## src/rtl/ac1c2_pkg.sv

```systemverilog
// Shared types and constants for the A/C1/C2 <-> RGB colour-space converters.
// Pixel words carry a signed Q.13 value in bits [27:3]; coefficients are Q4.14.
package ac1c2_pkg;

    localparam int COEF_W    = 18;
    localparam int PIX_FRAC  = 13;
    localparam int COEF_FRAC = 14;
    localparam int X_MSB     = 27;
    localparam int X_LSB     = 3;
    localparam int X_W       = X_MSB - X_LSB + 1;
    localparam int RND_SHIFT = PIX_FRAC + COEF_FRAC;

    // Rows R,G,B; columns A,C1,C2. Inverse of the forward luma/opponent matrix.
    typedef logic [0:2][0:2][COEF_W-1:0] coef_mat_t;

    localparam coef_mat_t INV_COEF_DEF = '{
        '{18'sd16384,  18'sd0,     18'sd22970},
        '{18'sd16384, -18'sd5638, -18'sd11700},
        '{18'sd16384,  18'sd29032, 18'sd0}
    };

    typedef struct packed {
        logic [7:0] r;
        logic [7:0] g;
        logic [7:0] b;
    } rgb_pix_t;

    function automatic logic signed [X_W-1:0] unpack_x(input logic [31:0] w);
        return $signed(w[X_MSB:X_LSB]);
    endfunction

endpackage

```

## src/rtl/ac1c2_to_rgb_if.sv

```systemverilog
// Stream bus for the A/C1/C2 -> RGB converter: input triple, output pixel and debug stats.
interface ac1c2_to_rgb_if #(
    parameter int CNT_W = 16
);
    logic [31:0]      i_A;
    logic [31:0]      i_C1;
    logic [31:0]      i_C2;
    logic             i_valid;
    logic             o_ready;
    logic [7:0]       o_R;
    logic [7:0]       o_G;
    logic [7:0]       o_B;
    logic             o_valid;
    logic             i_ready;
    logic             i_clr_stat;
    logic [CNT_W-1:0] o_sat_cnt;

    modport master (
        output i_A, i_C1, i_C2, i_valid, i_ready, i_clr_stat,
        input  o_ready, o_R, o_G, o_B, o_valid, o_sat_cnt
    );

    modport slave (
        input  i_A, i_C1, i_C2, i_valid, i_ready, i_clr_stat,
        output o_ready, o_R, o_G, o_B, o_valid, o_sat_cnt
    );
endinterface

```

## src/rtl/ac1c2_row_mac.sv

```systemverilog
// One output channel: three registered products, then sum, round-half-up and clamp to 0..255.
module ac1c2_row_mac
    import ac1c2_pkg::*;
#(
    parameter int                 CW       = COEF_W,
    parameter logic [0:2][CW-1:0] ROW_COEF = '0
) (
    input  logic                 i_clk,
    input  logic                 i_rst,
    input  logic                 adv,
    input  logic                 s1_valid,
    input  logic                 s2_valid,
    input  logic signed [X_W-1:0] x_a,
    input  logic signed [X_W-1:0] x_c1,
    input  logic signed [X_W-1:0] x_c2,
    output logic [7:0]           pix,
    output logic                 sat
);
    localparam int PW = X_W + CW;
    localparam int SW = PW + 2;
    localparam int TW = SW - RND_SHIFT;
    localparam logic signed [SW-1:0] HALF_C =
        {{(SW - RND_SHIFT){1'b0}}, 1'b1, {(RND_SHIFT - 1){1'b0}}};

    logic signed [X_W-1:0] x_s [3];
    logic signed [PW-1:0]  prod_r [3];
    logic signed [SW-1:0]  sum_s;
    logic signed [SW-1:0]  rnd_s;
    logic [TW-1:0]         t_s;
    logic [7:0]            pix_s;
    logic                  clamp_s;
    logic [7:0]            pix_r;

    // Column operands in coefficient order A, C1, C2.
    always_comb begin
        x_s[0] = x_a;
        x_s[1] = x_c1;
        x_s[2] = x_c2;
    end

    // Stage 2: products load only for valid beats so bubbles do not toggle the multipliers.
    always_ff @(posedge i_clk or posedge i_rst) begin
        if (i_rst) begin
            for (int c = 0; c < 3; c++) prod_r[c] <= '0;
        end else if (adv && s1_valid) begin
            for (int c = 0; c < 3; c++)
                prod_r[c] <= $signed(PW'(x_s[c])) * $signed(PW'($signed(ROW_COEF[c])));
        end
    end

    // Sum in Q.27, add half an LSB, keep the integer part, then clamp.
    always_comb begin
        sum_s = SW'(prod_r[0]) + SW'(prod_r[1]) + SW'(prod_r[2]);
        rnd_s = sum_s + HALF_C;
        t_s   = rnd_s[SW-1:RND_SHIFT];
        if (t_s[TW-1]) begin
            pix_s   = 8'd0;
            clamp_s = 1'b1;
        end else if (|t_s[TW-2:8]) begin
            pix_s   = 8'd255;
            clamp_s = 1'b1;
        end else begin
            pix_s   = t_s[7:0];
            clamp_s = 1'b0;
        end
    end

    // Stage 3: output pixel register.
    always_ff @(posedge i_clk or posedge i_rst) begin
        if (i_rst) begin
            pix_r <= 8'd0;
        end else if (adv && s2_valid) begin
            pix_r <= pix_s;
        end
    end

    assign pix = pix_r;
    assign sat = clamp_s;

endmodule

```

## src/rtl/ac1c2_to_rgb.sv

```systemverilog
// A/C1/C2 -> 8-bit RGB: unpack, 3x3 inverse matrix, round/clamp, under a global-stall handshake.
// Also keeps a sticky, non-wrapping count of clamped output channels for debug.
module ac1c2_to_rgb #(
    parameter int                            COEF_W   = ac1c2_pkg::COEF_W,
    parameter logic [0:2][0:2][COEF_W-1:0]   INV_COEF = ac1c2_pkg::INV_COEF_DEF,
    parameter int                            CNT_W    = 16
) (
    input  logic               i_clk,
    input  logic               i_rst,
    ac1c2_to_rgb_if.slave      bus
);
    import ac1c2_pkg::*;

    logic                  adv_s;
    logic                  v1_r;
    logic                  v2_r;
    logic                  v3_r;
    logic signed [X_W-1:0] xa_r;
    logic signed [X_W-1:0] xc1_r;
    logic signed [X_W-1:0] xc2_r;
    logic [7:0]            pix_s [3];
    logic [2:0]            clamp_s;
    rgb_pix_t              out_s;
    logic [1:0]            n_clamp_s;
    logic [CNT_W:0]        cnt_sum_s;
    logic [CNT_W-1:0]      cnt_next_s;
    logic [CNT_W-1:0]      sat_cnt_r;
    logic                  unused_bits_s;

    // Whole pipeline moves together whenever the output slot is free or being drained.
    assign adv_s       = !v3_r || bus.i_ready;
    assign bus.o_ready = adv_s;
    assign bus.o_valid = v3_r;

    // Stage valids shift with the pipeline so bubbles travel through.
    always_ff @(posedge i_clk or posedge i_rst) begin
        if (i_rst) begin
            v1_r <= 1'b0;
            v2_r <= 1'b0;
            v3_r <= 1'b0;
        end else if (adv_s) begin
            v1_r <= bus.i_valid;
            v2_r <= v1_r;
            v3_r <= v2_r;
        end
    end

    // Stage 1: unpack the three signed operands on an accepted beat.
    always_ff @(posedge i_clk or posedge i_rst) begin
        if (i_rst) begin
            xa_r  <= '0;
            xc1_r <= '0;
            xc2_r <= '0;
        end else if (adv_s && bus.i_valid) begin
            xa_r  <= unpack_x(bus.i_A);
            xc1_r <= unpack_x(bus.i_C1);
            xc2_r <= unpack_x(bus.i_C2);
        end
    end

    for (genvar r = 0; r < 3; r++) begin : g_row
        ac1c2_row_mac #(
            .CW       (COEF_W),
            .ROW_COEF (INV_COEF[r])
        ) u_row (
            .i_clk    (i_clk),
            .i_rst    (i_rst),
            .adv      (adv_s),
            .s1_valid (v1_r),
            .s2_valid (v2_r),
            .x_a      (xa_r),
            .x_c1     (xc1_r),
            .x_c2     (xc2_r),
            .pix      (pix_s[r]),
            .sat      (clamp_s[r])
        );
    end

    assign out_s     = '{r: pix_s[0], g: pix_s[1], b: pix_s[2]};
    assign bus.o_R   = out_s.r;
    assign bus.o_G   = out_s.g;
    assign bus.o_B   = out_s.b;

    // Next counter value: add this beat's clamped channels, pinned at all-ones.
    always_comb begin
        n_clamp_s = {1'b0, clamp_s[0]} + {1'b0, clamp_s[1]} + {1'b0, clamp_s[2]};
        cnt_sum_s = {1'b0, sat_cnt_r} + {{(CNT_W - 1){1'b0}}, n_clamp_s};
        if (cnt_sum_s[CNT_W]) begin
            cnt_next_s = '1;
        end else begin
            cnt_next_s = cnt_sum_s[CNT_W-1:0];
        end
    end

    // Saturation counter; a clear wins over an increment in the same cycle.
    always_ff @(posedge i_clk or posedge i_rst) begin
        if (i_rst) begin
            sat_cnt_r <= '0;
        end else if (bus.i_clr_stat) begin
            sat_cnt_r <= '0;
        end else if (adv_s && v2_r) begin
            sat_cnt_r <= cnt_next_s;
        end
    end

    assign bus.o_sat_cnt = sat_cnt_r;

    assign unused_bits_s = ^{bus.i_A[31:28],  bus.i_A[2:0],
                             bus.i_C1[31:28], bus.i_C1[2:0],
                             bus.i_C2[31:28], bus.i_C2[2:0]};

endmodule

```

## src/flat_wrapper.sv

```systemverilog
// flat-port wrapper written by rule: the top's interface ports become plain ports
module ac1c2_to_rgb_flat import ac1c2_pkg::*;
#(
    parameter int                            COEF_W   = ac1c2_pkg::COEF_W,
    parameter logic [0:2][0:2][COEF_W-1:0]   INV_COEF = ac1c2_pkg::INV_COEF_DEF,
    parameter int                            CNT_W    = 16
)
  (i_clk, i_rst, bus_i_A, bus_i_C1, bus_i_C2, bus_i_valid, bus_i_ready, bus_i_clr_stat, bus_o_ready, bus_o_R, bus_o_G, bus_o_B, bus_o_valid, bus_o_sat_cnt);
  ac1c2_to_rgb_if #(.CNT_W(CNT_W)) bus_i ();
  input  logic i_clk;
  input  logic i_rst;
  input wire logic [$bits(bus_i.i_A)-1:0] bus_i_A;
  input wire logic [$bits(bus_i.i_C1)-1:0] bus_i_C1;
  input wire logic [$bits(bus_i.i_C2)-1:0] bus_i_C2;
  input wire logic [$bits(bus_i.i_valid)-1:0] bus_i_valid;
  input wire logic [$bits(bus_i.i_ready)-1:0] bus_i_ready;
  input wire logic [$bits(bus_i.i_clr_stat)-1:0] bus_i_clr_stat;
  output wire logic [$bits(bus_i.o_ready)-1:0] bus_o_ready;
  output wire logic [$bits(bus_i.o_R)-1:0] bus_o_R;
  output wire logic [$bits(bus_i.o_G)-1:0] bus_o_G;
  output wire logic [$bits(bus_i.o_B)-1:0] bus_o_B;
  output wire logic [$bits(bus_i.o_valid)-1:0] bus_o_valid;
  output wire logic [$bits(bus_i.o_sat_cnt)-1:0] bus_o_sat_cnt;
  assign bus_i.i_A = bus_i_A;
  assign bus_i.i_C1 = bus_i_C1;
  assign bus_i.i_C2 = bus_i_C2;
  assign bus_i.i_valid = bus_i_valid;
  assign bus_i.i_ready = bus_i_ready;
  assign bus_i.i_clr_stat = bus_i_clr_stat;
  assign bus_o_ready = bus_i.o_ready;
  assign bus_o_R = bus_i.o_R;
  assign bus_o_G = bus_i.o_G;
  assign bus_o_B = bus_i.o_B;
  assign bus_o_valid = bus_i.o_valid;
  assign bus_o_sat_cnt = bus_i.o_sat_cnt;
  ac1c2_to_rgb #(.COEF_W(COEF_W), .INV_COEF(INV_COEF), .CNT_W(CNT_W)) u_core (.i_clk(i_clk), .i_rst(i_rst), .bus(bus_i));
endmodule
```

## config.mk

```make
export PLATFORM = sky130hd
export DESIGN_NAME = ac1c2_to_rgb_flat
export DESIGN_NICKNAME = d
export VERILOG_FILES = /design/src/rtl/ac1c2_pkg.sv /design/src/rtl/ac1c2_to_rgb_if.sv /design/src/rtl/ac1c2_row_mac.sv /design/src/rtl/ac1c2_to_rgb.sv /design/src/flat_wrapper.sv
export SDC_FILE = /design/constraint.sdc
export NUM_CORES = 2
export LEC_CHECK = 0
export ABC_AREA = 1
export CAP_MARGIN = 20
export CORE_ASPECT_RATIO = 1.4
export CORE_MARGIN = 5
export CORE_UTILIZATION = 25
export DETAILED_ROUTE_END_ITERATION = 12
export HOLD_SLACK_MARGIN = 0.03
export PLACE_DENSITY = 0.51
export SYNTH_ARGS = -nofsm -noshare
export SYNTH_HDL_FRONTEND = slang
export SYNTH_SLANG_ARGS = --single-unit
```

## constraint.sdc

```tcl
create_clock -name i_clk -period 8.8 [get_ports i_clk]
set_input_delay 1.76 -clock i_clk [delete_from_list [all_inputs] [get_ports i_clk]]
set_output_delay 1.76 -clock i_clk [all_outputs]
set_load 0.005 [all_outputs]
```

==> insert_results.sql <==
INSERT INTO impl_metrics (metric_group, metric, value, unit) VALUES
('clock_tree', 'cts_inserted_buffers', '35', ''),
('critical_path', 'start_kind', 'flip-flop', ''),
('synthesis', 'synth_edf_count', '0', ''),
('critical_path', 'worst-path-max-fanout', '8', ''),
('clock_tree', 'clock_latency', '0.62', 'ns'),
('layout', 'area.growth.synth_to_final', '12.1', '%'),
('global_routing', 'global_route.usage.total', '0.148', ''),
('clock_tree', 'cts_root_buf', 'sky130_fd_sc_hd__clkbuf_16', ''),
('sta', 'tightest_slew', '1.03', 'ns'),
('sta', 'finalClockSkew', '0.0535', 'ns'),
('critical_path', 'critPathRequiredTime', '9.25', 'ns'),
('synthesis', 'yosysSeqAreaShare', '0.159', ''),
('sta', 'max_freq', '149', 'MHz'),
('layout', 'instances_no_fill', '7658', ''),
('route', 'routed_via_density', '4.42', ''),
('floorplan', 'dieHeight', '499', 'um'),
('route', 'num_vias', '33900', ''),
('critical_path', 'criticalPathCategory', 'reg2reg', ''),
('clock_tree', 'cts_max_path_buffers', '3', ''),
('status', 'outcome', 'complete, no violations', ''),
('placement', 'numPlacedInstances', '7594', ''),
('layout', 'final_util', '0.282', ''),
('sta', 'totalNegativeSetupSlack', '0', 'ns'),
('route', 'drt-total-wl', '134', 'mm'),
('layout', 'drive_gt1_frac', '0.0304', ''),
('global_routing', 'grt_util_met1', '0.186', ''),
('sta', 'finalSetupViolCount', '0', ''),
('placement', 'hpwlAfterDp', '117', 'mm'),
('global_routing', 'vias_in_the_first_global_route', '35500', ''),
('global_routing', 'grt.met2_usage', '0.265', ''),
('critical_path', 'r2r_slack', '2.09', 'ns'),
('layout', 'multiInputGateArea', '0.0312', 'mm^2'),
('synthesis', 'postSynthRegisterBits', '272', ''),
('synthesis', 'synth.top_cells.by_area', 'sky130_fd_sc_hd__fa_1 25%, sky130_fd_sc_hd__ha_1 20%, sky130_fd_sc_hd__dfrtp_1 16%, sky130_fd_sc_hd__inv_1 11%, sky130_fd_sc_hd__nand2_1 7.9%', ''),
('sta', 'hold_violations', '0', ''),
('critical_path', 'r2r_cells', '20', ''),
('worst_hold_path', 'worst_hold_path_class', 'reg2reg', ''),
('synthesis', 'synth.lib_cells_used.distinct', '56', ''),
('sta', 'rsz0062_at_grt', 'false', ''),
('clock_tree', 'cts.repair.resized', '0', ''),
('sta', 'slew-limit-headroom', '0.316', ''),
('synthesis', 'mean_syn_cell_area', '8.14', 'um^2'),
('critical_path', 'r2r_end', 'u_core.g_row[1].u_row.prod_r[78]', ''),
('synthesis', 'synthFlopType', 'sky130_fd_sc_hd__dfrtp_1', ''),
('layout', 'final_net_count', '6671', ''),
('clock_tree', 'hold_bufs_at_cts', '0', ''),
('synthesis', 'synth.yosys.warnings', '0', ''),
('placement', 'portBuffers', '121', ''),
('route', 'drt_first_pass_iters', '6', ''),
('global_routing', 'overflow', '0', ''),
('run', 'cap_viol_max_count', '0', ''),
('clock_tree', 'post-cts-setup-buffer-count', '0', ''),
('synthesis', 'yosys.area.top_type_share', '0.249', ''),
('critical_path', 'cp-end-kind', 'flip-flop', ''),
('layout', 'fill_cells', '18300', ''),
('synthesis', 'synth_nets', '6560', ''),
('floorplan', 'die_w', '360', 'um'),
('sta', 'final_critical_path_share_of_the_clock_period', '0.762', ''),
('critical_path', 'worst_setup_path_endpoint', 'u_core.g_row[1].u_row.prod_r[78]', ''),
('clock_tree', 'cts.sink_count', '272', ''),
('synthesis', 'async_reset_ff_frac', '1.00', ''),
('clock_tree', 'cts_htree_levels', '2', ''),
('synthesis', 'synth_area_leader_cell', 'sky130_fd_sc_hd__fa_1', ''),
('critical_path', 'r2r_start', 'u_core.xc1_r[9]', ''),
('clock_tree', 'reg_clk_slew_reported_paths', '0.06', 'ns'),
('route', 'route.detailed.wl_per_inst', '17.6', 'um'),
('global_routing', 'grt_pass1_wl', '207', 'mm'),
('clock_tree', 'cts_tree', 'built', ''),
('floorplan', 'placementRows', '179', ''),
('floorplan', 'floorplan.initialDensity', '0.252', ''),
('sta', 'postLayoutSetupSlackWorst', '2.09', 'ns');
flip-flops by register name, summed over array words and instances, names as in the netlist:
name                       count
u_core.xc2_r                  25
u_core.xc1_r                  25
u_core.bus.o_sat_cnt          16
u_core.v2_r                    1
u_core.v1_r                    1
u_core.g_row.u_row.pix        24
u_core.bus.o_valid             1
u_core.xa_r                   25
u_core.g_row.u_row.prod_r    154
cells in the mapped netlist, drive strengths merged, types with 53 or more instances:
master / instances
xor2: 78
o21ai: 239
a21oi: 339
inv: 1206
xnor2: 53
fa: 532
a31oi: 65
nor2: 386
ha: 669
clkbuf: 53
dfrtp: 272
nand2: 904
nand3: 176
per-layer routing:
layer / share of wire / vias up
li1: - / 16800
met1: 0.43 / 16300
met2: 0.50 / 564
met3: 0.028 / 182
met4: 0.043 / 2
met5: 0.000052 / -
stage by stage:
step                hold WS (ns)  area (um^2)
floorplan                  0.432        42800
global placement           0.445        46700
detailed placement         0.448        46700
CTS                        0.465        48000
global route               0.488        48000
finish                     0.464        48000
worst min path at each step:
| stage | from | slack [ns] | endpoint | cells past startpoint |
|---|---|---|---|---|
| 3_3_place_gp | u_core.v2_r | 0.44 | u_core.bus.o_valid | 2 |
| 5_1_grt | u_core.v2_r | 0.49 | u_core.bus.o_valid | 2 |
| 3_5_place_dp | u_core.v2_r | 0.45 | u_core.bus.o_valid | 2 |
| 2_1_floorplan | u_core.v2_r | 0.43 | u_core.bus.o_valid | 2 |
| 6_report | u_core.v2_r | 0.46 | u_core.bus.o_valid | 2 |
| 4_1_cts | u_core.v2_r | 0.46 | u_core.bus.o_valid | 2 |
placed cells by master (no fill, tap or decap), types with 33 or more instances in the layout:
cell type                         instances
sky130_fd_sc_hd__inv_1                 1203
sky130_fd_sc_hd__nand2_1                895
sky130_fd_sc_hd__ha_1                   669
sky130_fd_sc_hd__fa_1                   532
sky130_fd_sc_hd__nor2_1                 372
sky130_fd_sc_hd__a21oi_1                338
sky130_fd_sc_hd__dfrtp_1                271
sky130_fd_sc_hd__o21ai_0                238
sky130_fd_sc_hd__nand3_1                174
sky130_fd_sc_hd__clkdlybuf4s50_1        121
sky130_fd_sc_hd__xor2_1                  78
sky130_fd_sc_hd__a31oi_1                 65
sky130_fd_sc_hd__xnor2_1                 53
sky130_fd_sc_hd__or2_2                   52
sky130_fd_sc_hd__nor3_1                  37
sky130_fd_sc_hd__clkbuf_16               36
sky130_fd_sc_hd__nand4_1                 33
cell type report:
type	count	share of cell area
inverters	1208	0.0946
clock inverters	20	0.00561
well taps	2262	0.0590
multi-input cells	3719	0.651
repair buffers	133	0.0276
diodes	2	0.000104
clock buffers	42	0.0201
flip-flops and latches	272	0.142
critical path, cell delays in order, from the launching register on:
cell and delay [ns]:
sky130_fd_sc_hd__dfrtp_1 0.63, sky130_fd_sc_hd__inv_1 0.31, sky130_fd_sc_hd__ha_1 0.36, sky130_fd_sc_hd__inv_1 0.05
sky130_fd_sc_hd__fa_1 0.51, sky130_fd_sc_hd__fa_1 0.54, sky130_fd_sc_hd__fa_1 0.52, sky130_fd_sc_hd__fa_1 0.58
sky130_fd_sc_hd__inv_1 0.05, sky130_fd_sc_hd__ha_1 0.29, sky130_fd_sc_hd__ha_1 0.44, sky130_fd_sc_hd__nand2_1 0.16
sky130_fd_sc_hd__nor4_1 0.50, sky130_fd_sc_hd__nand4_1 0.24, sky130_fd_sc_hd__nand3_1 0.23, sky130_fd_sc_hd__nand2_1 0.07
sky130_fd_sc_hd__o211ai_1 0.21, sky130_fd_sc_hd__a21boi_0 0.22, sky130_fd_sc_hd__o21ai_0 0.24, sky130_fd_sc_hd__xor2_1 0.28
sky130_fd_sc_hd__o21ai_0 0.11
logic make-up after synthesis:
logic type,after synthesis,synth area share
buffers and inverters,1267,0.111
adders and majority gates,1201,0.445
DFF,272,0.159
muxes,4,0.00102
and+or+nand+nor,1615,0.157
AOI/OAI and AO/OA,768,0.100
xor gates and xnor gates,131,0.0268
Power is left out: the tool's default activity adds up to more than one toggle a clock period on the data nets, which glitch-free logic cannot reach.
